===== src/rtl/exu_mdu_ysyx23060136.sv =====
// Iterative RV32M/RV64M multiply/divide unit for the EXU stage.
// Multiplies run through a MUL_LATENCY-deep product pipe; divides use radix-2 restoring steps.
module exu_mdu_ysyx23060136 #(
    parameter int XLEN        = 32,
    parameter int MUL_LATENCY = 2
) (
    input  logic            clk,
    input  logic            rst_n,
    input  logic            MDU_i_valid,
    output logic            MDU_o_ready,
    input  logic [2:0]      MDU_i_op,
    input  logic [XLEN-1:0] MDU_i_rs1_data,
    input  logic [XLEN-1:0] MDU_i_rs2_data,
    input  logic [4:0]      MDU_i_rd,
    input  logic            MDU_i_flush,
    output logic            MDU_o_valid,
    input  logic            MDU_i_ready,
    output logic [XLEN-1:0] MDU_o_result,
    output logic [4:0]      MDU_o_rd,
    output logic            MDU_o_busy
);

    localparam int              CW       = $clog2(XLEN);
    localparam logic [CW-1:0]   CNT_ZERO = {CW{1'b0}};
    localparam logic [CW-1:0]   CNT_ONE  = {{(CW-1){1'b0}}, 1'b1};
    localparam logic [CW-1:0]   CNT_MUL  = CW'(MUL_LATENCY - 1);
    localparam logic [CW-1:0]   CNT_DIV  = CW'(XLEN - 1);
    localparam logic [XLEN-1:0] ZERO     = {XLEN{1'b0}};
    localparam logic [XLEN-1:0] ONES     = {XLEN{1'b1}};
    localparam logic [XLEN-1:0] MOST_NEG = {1'b1, {(XLEN-1){1'b0}}};

    typedef enum logic [1:0] {
        S_IDLE = 2'd0,
        S_MUL  = 2'd1,
        S_DIV  = 2'd2,
        S_DONE = 2'd3
    } state_e;

    state_e            state_q, state_d;
    logic [2:0]        op_q;
    logic [4:0]        rd_q;
    logic [CW-1:0]     cnt_q;
    logic              fix_q;
    logic              neg_quo_q;
    logic              neg_rem_q;
    logic [XLEN-1:0]   quo_q;
    logic [XLEN-1:0]   rem_q;
    logic [XLEN-1:0]   dvs_q;
    logic              valid_q;
    logic [XLEN-1:0]   result_q;
    logic [2*XLEN-1:0] pipe_q [MUL_LATENCY];

    logic              accept_s;
    logic              mul_sa_s;
    logic              mul_sb_s;
    logic [2*XLEN-1:0] mul_a_s;
    logic [2*XLEN-1:0] mul_b_s;
    logic [2*XLEN-1:0] prod_s;
    logic [2*XLEN-1:0] mul_tap_s;
    logic [XLEN-1:0]   mul_res_s;
    logic              div_signed_s;
    logic              rs1_neg_s;
    logic              rs2_neg_s;
    logic [XLEN-1:0]   abs1_s;
    logic [XLEN-1:0]   abs2_s;
    logic              div_zero_s;
    logic              div_ovf_s;
    logic [XLEN:0]     shift_s;
    logic              ge_s;
    logic [XLEN-1:0]   sub_s;
    logic [XLEN-1:0]   quo_fix_s;
    logic [XLEN-1:0]   rem_fix_s;

    assign accept_s = (state_q == S_IDLE) & MDU_i_valid & ~MDU_i_flush;

    // The low 2*XLEN bits of the sign/zero-extended product are all any multiply op needs.
    assign mul_sa_s  = (MDU_i_op == 3'd1) | (MDU_i_op == 3'd2);
    assign mul_sb_s  = (MDU_i_op == 3'd1);
    assign mul_a_s   = {{XLEN{mul_sa_s & MDU_i_rs1_data[XLEN-1]}}, MDU_i_rs1_data};
    assign mul_b_s   = {{XLEN{mul_sb_s & MDU_i_rs2_data[XLEN-1]}}, MDU_i_rs2_data};
    assign prod_s    = mul_a_s * mul_b_s;
    assign mul_tap_s = pipe_q[MUL_LATENCY-1];
    assign mul_res_s = (op_q == 3'd0) ? mul_tap_s[XLEN-1:0] : mul_tap_s[2*XLEN-1:XLEN];

    assign div_signed_s = MDU_i_op[2] & ~MDU_i_op[0];
    assign rs1_neg_s    = div_signed_s & MDU_i_rs1_data[XLEN-1];
    assign rs2_neg_s    = div_signed_s & MDU_i_rs2_data[XLEN-1];
    assign abs1_s       = rs1_neg_s ? (ZERO - MDU_i_rs1_data) : MDU_i_rs1_data;
    assign abs2_s       = rs2_neg_s ? (ZERO - MDU_i_rs2_data) : MDU_i_rs2_data;
    assign div_zero_s   = (MDU_i_rs2_data == ZERO);
    assign div_ovf_s    = div_signed_s & (MDU_i_rs1_data == MOST_NEG) & (MDU_i_rs2_data == ONES);

    // Dividend bits shift out of quo_q into the partial remainder; quotient bits shift in.
    assign shift_s   = {rem_q, quo_q[XLEN-1]};
    assign ge_s      = (shift_s >= {1'b0, dvs_q});
    assign sub_s     = shift_s[XLEN-1:0] - dvs_q;
    assign quo_fix_s = neg_quo_q ? (ZERO - quo_q) : quo_q;
    assign rem_fix_s = neg_rem_q ? (ZERO - rem_q) : rem_q;

    assign MDU_o_ready  = (state_q == S_IDLE);
    assign MDU_o_busy   = (state_q != S_IDLE);
    assign MDU_o_valid  = valid_q;
    assign MDU_o_result = result_q;
    assign MDU_o_rd     = rd_q;

    // Next-state logic; flush overrides every transition.
    always_comb begin
        state_d = state_q;
        if (MDU_i_flush) begin
            state_d = S_IDLE;
        end else begin
            case (state_q)
                S_IDLE: begin
                    if (MDU_i_valid) begin
                        state_d = MDU_i_op[2] ? S_DIV : S_MUL;
                    end else begin
                        state_d = S_IDLE;
                    end
                end
                S_MUL: begin
                    if (cnt_q == CNT_ZERO) begin
                        state_d = S_DONE;
                    end else begin
                        state_d = S_MUL;
                    end
                end
                S_DIV: begin
                    if (fix_q) begin
                        state_d = S_DONE;
                    end else begin
                        state_d = S_DIV;
                    end
                end
                S_DONE: begin
                    if (MDU_i_ready) begin
                        state_d = S_IDLE;
                    end else begin
                        state_d = S_DONE;
                    end
                end
                default: state_d = S_IDLE;
            endcase
        end
    end

    // State register.
    always_ff @(posedge clk or negedge rst_n) begin
        if (!rst_n) begin
            state_q <= S_IDLE;
        end else begin
            state_q <= state_d;
        end
    end

    // Operand capture, division iterations and result register.
    always_ff @(posedge clk or negedge rst_n) begin
        if (!rst_n) begin
            op_q      <= 3'd0;
            rd_q      <= 5'd0;
            cnt_q     <= CNT_ZERO;
            fix_q     <= 1'b0;
            neg_quo_q <= 1'b0;
            neg_rem_q <= 1'b0;
            quo_q     <= ZERO;
            rem_q     <= ZERO;
            dvs_q     <= ZERO;
            valid_q   <= 1'b0;
            result_q  <= ZERO;
        end else if (MDU_i_flush) begin
            valid_q <= 1'b0;
            fix_q   <= 1'b0;
        end else begin
            case (state_q)
                S_IDLE: begin
                    if (MDU_i_valid) begin
                        op_q  <= MDU_i_op;
                        rd_q  <= MDU_i_rd;
                        dvs_q <= abs2_s;
                        if (!MDU_i_op[2]) begin
                            cnt_q     <= CNT_MUL;
                            fix_q     <= 1'b0;
                            neg_quo_q <= 1'b0;
                            neg_rem_q <= 1'b0;
                        end else if (div_zero_s | div_ovf_s) begin
                            // Special cases skip iteration and go straight to the fixup step.
                            cnt_q     <= CNT_ZERO;
                            fix_q     <= 1'b1;
                            neg_quo_q <= 1'b0;
                            neg_rem_q <= 1'b0;
                            quo_q     <= div_zero_s ? ONES : MDU_i_rs1_data;
                            rem_q     <= div_zero_s ? MDU_i_rs1_data : ZERO;
                        end else begin
                            cnt_q     <= CNT_DIV;
                            fix_q     <= 1'b0;
                            neg_quo_q <= rs1_neg_s ^ rs2_neg_s;
                            neg_rem_q <= rs1_neg_s;
                            quo_q     <= abs1_s;
                            rem_q     <= ZERO;
                        end
                    end
                end
                S_MUL: begin
                    if (cnt_q == CNT_ZERO) begin
                        result_q <= mul_res_s;
                        valid_q  <= 1'b1;
                    end else begin
                        cnt_q <= cnt_q - CNT_ONE;
                    end
                end
                S_DIV: begin
                    if (fix_q) begin
                        result_q <= op_q[1] ? rem_fix_s : quo_fix_s;
                        valid_q  <= 1'b1;
                        fix_q    <= 1'b0;
                    end else begin
                        rem_q <= ge_s ? sub_s : shift_s[XLEN-1:0];
                        quo_q <= {quo_q[XLEN-2:0], ge_s};
                        if (cnt_q == CNT_ZERO) begin
                            fix_q <= 1'b1;
                        end else begin
                            cnt_q <= cnt_q - CNT_ONE;
                        end
                    end
                end
                S_DONE: begin
                    if (MDU_i_ready) begin
                        valid_q <= 1'b0;
                    end
                end
                default: valid_q <= 1'b0;
            endcase
        end
    end

    // Product pipe: stage 0 captures on accept, so the last stage is ready after MUL_LATENCY-1 edges.
    always_ff @(posedge clk or negedge rst_n) begin
        if (!rst_n) begin
            for (int i = 0; i < MUL_LATENCY; i++) begin
                pipe_q[i] <= {(2*XLEN){1'b0}};
            end
        end else begin
            if (accept_s) begin
                pipe_q[0] <= prod_s;
            end
            for (int i = 1; i < MUL_LATENCY; i++) begin
                pipe_q[i] <= pipe_q[i-1];
            end
        end
    end

endmodule


===== config.mk =====
export PLATFORM = sky130hd
export DESIGN_NAME = exu_mdu_ysyx23060136
export DESIGN_NICKNAME = d
export VERILOG_FILES = /design/src/rtl/exu_mdu_ysyx23060136.sv
export SDC_FILE = /design/constraint.sdc
export NUM_CORES = 2
export LEC_CHECK = 0
export CAP_MARGIN = 5
export CORE_MARGIN = 2
export CORE_UTILIZATION = 70
export CTS_CLUSTER_DIAMETER = 80
export DETAILED_ROUTE_END_ITERATION = 8
export GPL_TIMING_DRIVEN = 0
export PLACE_DENSITY = 0.86
export SYNTH_ARGS = -nofsm -noshare
export SYNTH_HDL_FRONTEND = slang
export SYNTH_SLANG_ARGS = --single-unit

===== constraint.sdc =====
create_clock -name clk -period 4.9 [get_ports clk]
set_clock_uncertainty 0.1 [all_clocks]
set_input_delay 0.98 -clock clk [delete_from_list [all_inputs] [get_ports clk]]
set_output_delay 0.98 -clock clk [all_outputs]
set_load 0.05 [all_outputs]

==> flow_metrics.tcl, run 1 <==
set metrics [dict create \
    synth_fp_nets 7478 \
    netlist_instances 6020 \
    synth_top_family_by_area "adder cells" \
    cts_hold_buffers 0 \
    synth_compound_area_share_pct 8.20 \
    crit_endpoint "pipe_q[123]$_DFFE_PN0P_/D" \
    synth-adder-area-share_pct 47.9 \
    grt.total_usage_pct 77.3 \
    globalRouteOverflowTotal 112 \
    cts-htree-levels 1 \
    muxShareOfSynthArea_pct 0.820 \
    stop_error "[ERROR GRT-0232] Routing congestion too high. Check the congestion heatmap in the GUI." \
    synth_area_leaders "fa_1 42%, dfrtp_1 13%, inv_1 8.5%, nand2_1 7.0%, ha_1 5.9%" \
    std_cell_rows 101 \
    initial_utilization_pct 70.7 \
    synth_simple_gate_area_share_pct 15.6 \
    ys_seq_area_share_pct 12.8 \
    async_reset_ff_share_pct 100 \
    synth-edff-count 0 \
    dp_hpwl_um 173000 \
    cts_root_buf "clkbuf_16" \
    io_pins 117 \
    yosys.area.top_type "fa_1" \
    status "aborted with a tool error" \
    synth_seq_cells 275 \
    cts_buffers 26 \
    numClockSinks 275 \
    worstEpCategory "register input" \
    cts.path.max_buffers 3 \
    grt_max_degree 130 \
    fp.dieW_um 281 \
    io_buffers 81 \
    post_synth_xor_area_fraction_pct 3.56 \
    synth_flop_cell "dfrtp_1" \
    ys_types 83 \
    syn_area_per_cell_um2 8.92 \
    netlist_area_um2 53700 \
    haltStage "global routing" \
    die_h_um 281 \
    synth_top_area_share_pct 42.0 \
    ys.warnings.count 0 \
    gp_congestion 1.11 \
]
[per-layer routing]
| metal | GRT usage (%) | GRT overflow |
|---|---|---|
| met5 | 43.7 | 0 |
| met4 | 70.8 | 44 |
| met3 | 67.1 | 6 |
| met2 | 89.9 | 60 |
| met1 | 78.7 | 2 |
[Yosys cell counts (all sizes together), types with 19 or more instances]
library cell     n
inv           1210
fa            1126
nand2         1000
and2           374
clkbuf         279
dfrtp          275
ha             255
o21ai          251
nor2           203
a21oi          175
xnor2          131
buf             93
xor2            87
a21o            44
nand3           42
mux2i           35
nor3            34
o31ai           34
o22ai           29
a221oi          23
nand2b          23
nand4           23
o41ai           19
[logic make-up after synthesis]
kind of cell / Yosys count
xor+xnor: 218
mux: 43
fa+ha+maj: 1381
simple gates: 1810
compound gates: 711
buf+inv: 1582
flops: 275
[stage by stage]
| stage | cells | setup slack [ps] | TNS [ps] | instance area, um2 |
|---|---|---|---|---|
| CTS | 7347 | -3610 | -146670 | 62500 |
| detailed placement | 7134 | -6330 | -268160 | 57500 |
| global placement | 7131 | -8620 | -2626990 | 57400 |
| floorplan | 6020 | -3910 | -135570 | 55300 |
[timing repair]
item	CTS
gates resized for setup	782
pin swaps	167
gates cloned	2
buffers inserted	171
setup endpoints to repair	59
==> run 2, diff against run 1 <==
- CORE_UTILIZATION: 70 -> 40
- CTS_CLUSTER_DIAMETER: 80 -> not set
- PLACE_DENSITY: 0.86 -> not set
- PLACE_DENSITY_LB_ADDON: not set -> 0.15
==> flow_metrics.tcl, run 2 <==
set metrics [dict create \
    status "finished with violations" \
    violations "negative setup slack" \
    syn_area_per_cell_um2 8.92 \
    std_cell_rows 134 \
    dr_total_vias 45388 \
    cts_buffers 31 \
    final_common_cell "inv_1" \
    dp_hpwl_um 191000 \
    synth_compound_area_share_pct 8.20 \
    numClockSinks 275 \
    cts_tree "built" \
    cts-htree-levels 1 \
    ys.warnings.count 0 \
    max_freq_mhz 118 \
    firstDrtPassIters 5 \
    wirelength_um 237000 \
    fp.dieW_um 370 \
    tightest_slew_ps 1400 \
    cts_hold_buffers 0 \
    yosysMostFrequentCell "inv_1" \
    synth_top_family_by_area "adder cells" \
    slowest_stage "fa_2" \
    grt.total_usage_pct 34.7 \
    globalRouteOverflowTotal 0 \
    initial_utilization_pct 40.3 \
    hold_violations 0 \
    viasPerCell 5.54 \
    synth_seq_cells 275 \
    crit_path_frequent_cell "fa_2" \
    synth-adder-area-share_pct 47.9 \
    netlist_instances 6020 \
    r2r_slack_ps 550 \
    drtAntennaViolNets 0 \
    finalMaxSlewViolations 0 \
    setup_violations 55 \
    synth_fp_nets 7478 \
    synth_common_cells "1210 x inv_1, 1126 x fa_1, 1000 x nand2_1" \
    fin_crit_sh_pct 173 \
    io_buffers 81 \
    post_synth_xor_area_fraction_pct 3.56 \
    worst-endpoint-arrival_ps 8860 \
    synth_top_area_share_pct 42.0 \
    path_class "in -> reg" \
    cts.path.max_buffers 3 \
    drc 0 \
    post-route-min-period_ps 8500 \
    yosys.area.top_type "fa_1" \
    synth_simple_gate_area_share_pct 15.6 \
    worst_setup_path_end_kind "flip-flop" \
    drive_above_1_share_pct 16.7 \
    ys_types 83 \
    area_delta_synth_final_pct 22.3 \
    antenna_found_initial 14 \
    relSlewSlack_pct 6.28 \
    crit_required_ps 5260 \
    io_pins 117 \
    synth_area_leaders "fa_1 42%, dfrtp_1 13%, inv_1 8.5%, nand2_1 7.0%, ha_1 5.9%" \
    wl_per_cell_um 29.0 \
    design.core.area_um2 133000 \
    gp_congestion 1.01 \
    grt_max_degree 107 \
    drtIter0Drc 4626 \
    critPathMaxStageDelay_ps 620 \
    synth_flop_cell "dfrtp_1" \
    ys_seq_area_share_pct 12.8 \
    netlist_area_um2 53700 \
    dieArea_um2 137000 \
    clk_latency_ps 600 \
    final_cell_mix "1159 x inv_1, 1053 x fa_1, 977 x nand2_1" \
    muxShareOfSynthArea_pct 0.820 \
    clkTransAtPathRegs_ps 60 \
    async_reset_ff_share_pct 100 \
    hold_class "in -> async" \
    cts_root_buf "clkbuf_16" \
    worst-path-max-fanout 7 \
    final_util_pct 49.3 \
    die_h_um 370 \
    design_area_um2 65700 \
    postLayoutSetupSlackWorst_ps -3600 \
    synth-edff-count 0 \
    grt_first_pass_wirelength_um 336000 \
    max_cap_violations 0 \
    grt_pass1_vias 46290 \
    post_dp_cell_area_um2 58500 \
    nNetsFinal 7851 \
    rsz0062_at_grt "yes" \
    cp-start-kind "primary input" \
]
run 2: final timing paths:
path                                             start                           end  cells past startpoint
worst max-delay path                       MDU_i_op[0]       pipe_q[126]$_DFFE_PN0P_                     32
max in group asynchronous                        rst_n        pipe_q[99]$_DFFE_PN0P_                      2
min in group clk                pipe_q[67]$_DFFE_PN0P_        mul_tap_s[3]$_DFF_PN0_                      0
worst min register to register  pipe_q[67]$_DFFE_PN0P_        mul_tap_s[3]$_DFF_PN0_                      0
worst min-delay path                             rst_n  MDU_o_result[20]$_DFFE_PN0P_                      1
worst max register to register    state_q[0]$_DFF_PN0_         neg_rem_q$_DFFE_PN0P_                     11
run 2: kinds of logic after synthesis:
logic type	count (synthesis)
AND/OR/NAND/NOR	1810
adder cells (fa/ha/maj)	1381
XOR/XNOR	218
AO/OA/AOI/OAI	711
flip-flops	275
multiplexers	43
buffers and inverters	1582
run 2: area by class of cell:
cell class	instances	area (um2)
diodes	5	12.5
plain buffers	357	4280
clock buffers	40	820
clock inverters	18	194
fillers	12742	67600
inverters	1210	4590
multi-input cells	4163	43400
flip-flops and latches	275	6880
well taps	1768	2210
repair buffers	355	3320
run 2: what timing repair did:
action                     4_1_cts  5_1_grt
setup endpoints to repair       59       57
gates cloned                     3        2
pin swaps                      165      193
buffers inserted               152      114
gates resized for setup        870      287
run 2: per-layer routing:
layer | track usage [%] | wire length, um | up-vias
met5 | 0 | 73 | -
met4 | 15.9 | 13600 | 12
met3 | 7.96 | 24100 | 541
met2 | 53.6 | 106000 | 2318
met1 | 46.3 | 93800 | 23601
li1 | - | - | 18916
run 2: worst max-delay path, delay by kind of cell:
family | cells | cell delay, ps
adders and majority gates | 9 | 4610
xor gates and xnor gates | 1 | 170
buffers and inverters | 8 | 960
AOI/OAI and AO/OA | 6 | 1080
and+or+nand+nor | 8 | 970
run 2: stage by stage:
stage	hold slack, ps	TNS (ps)	instances	worst slack [ps]
global route	255	-154130	8186	-3740
global placement	256	-2924350	7869	-9590
CTS	228	-141190	8083	-3540
detailed placement	259	-293360	7874	-6610
finish	231	-147460	8191	-3600
floorplan	254	-135570	6020	-3910
Power of run 2 is not shown: default switching activity piles up to over one toggle a cycle in this logic, so the estimate is an artifact.
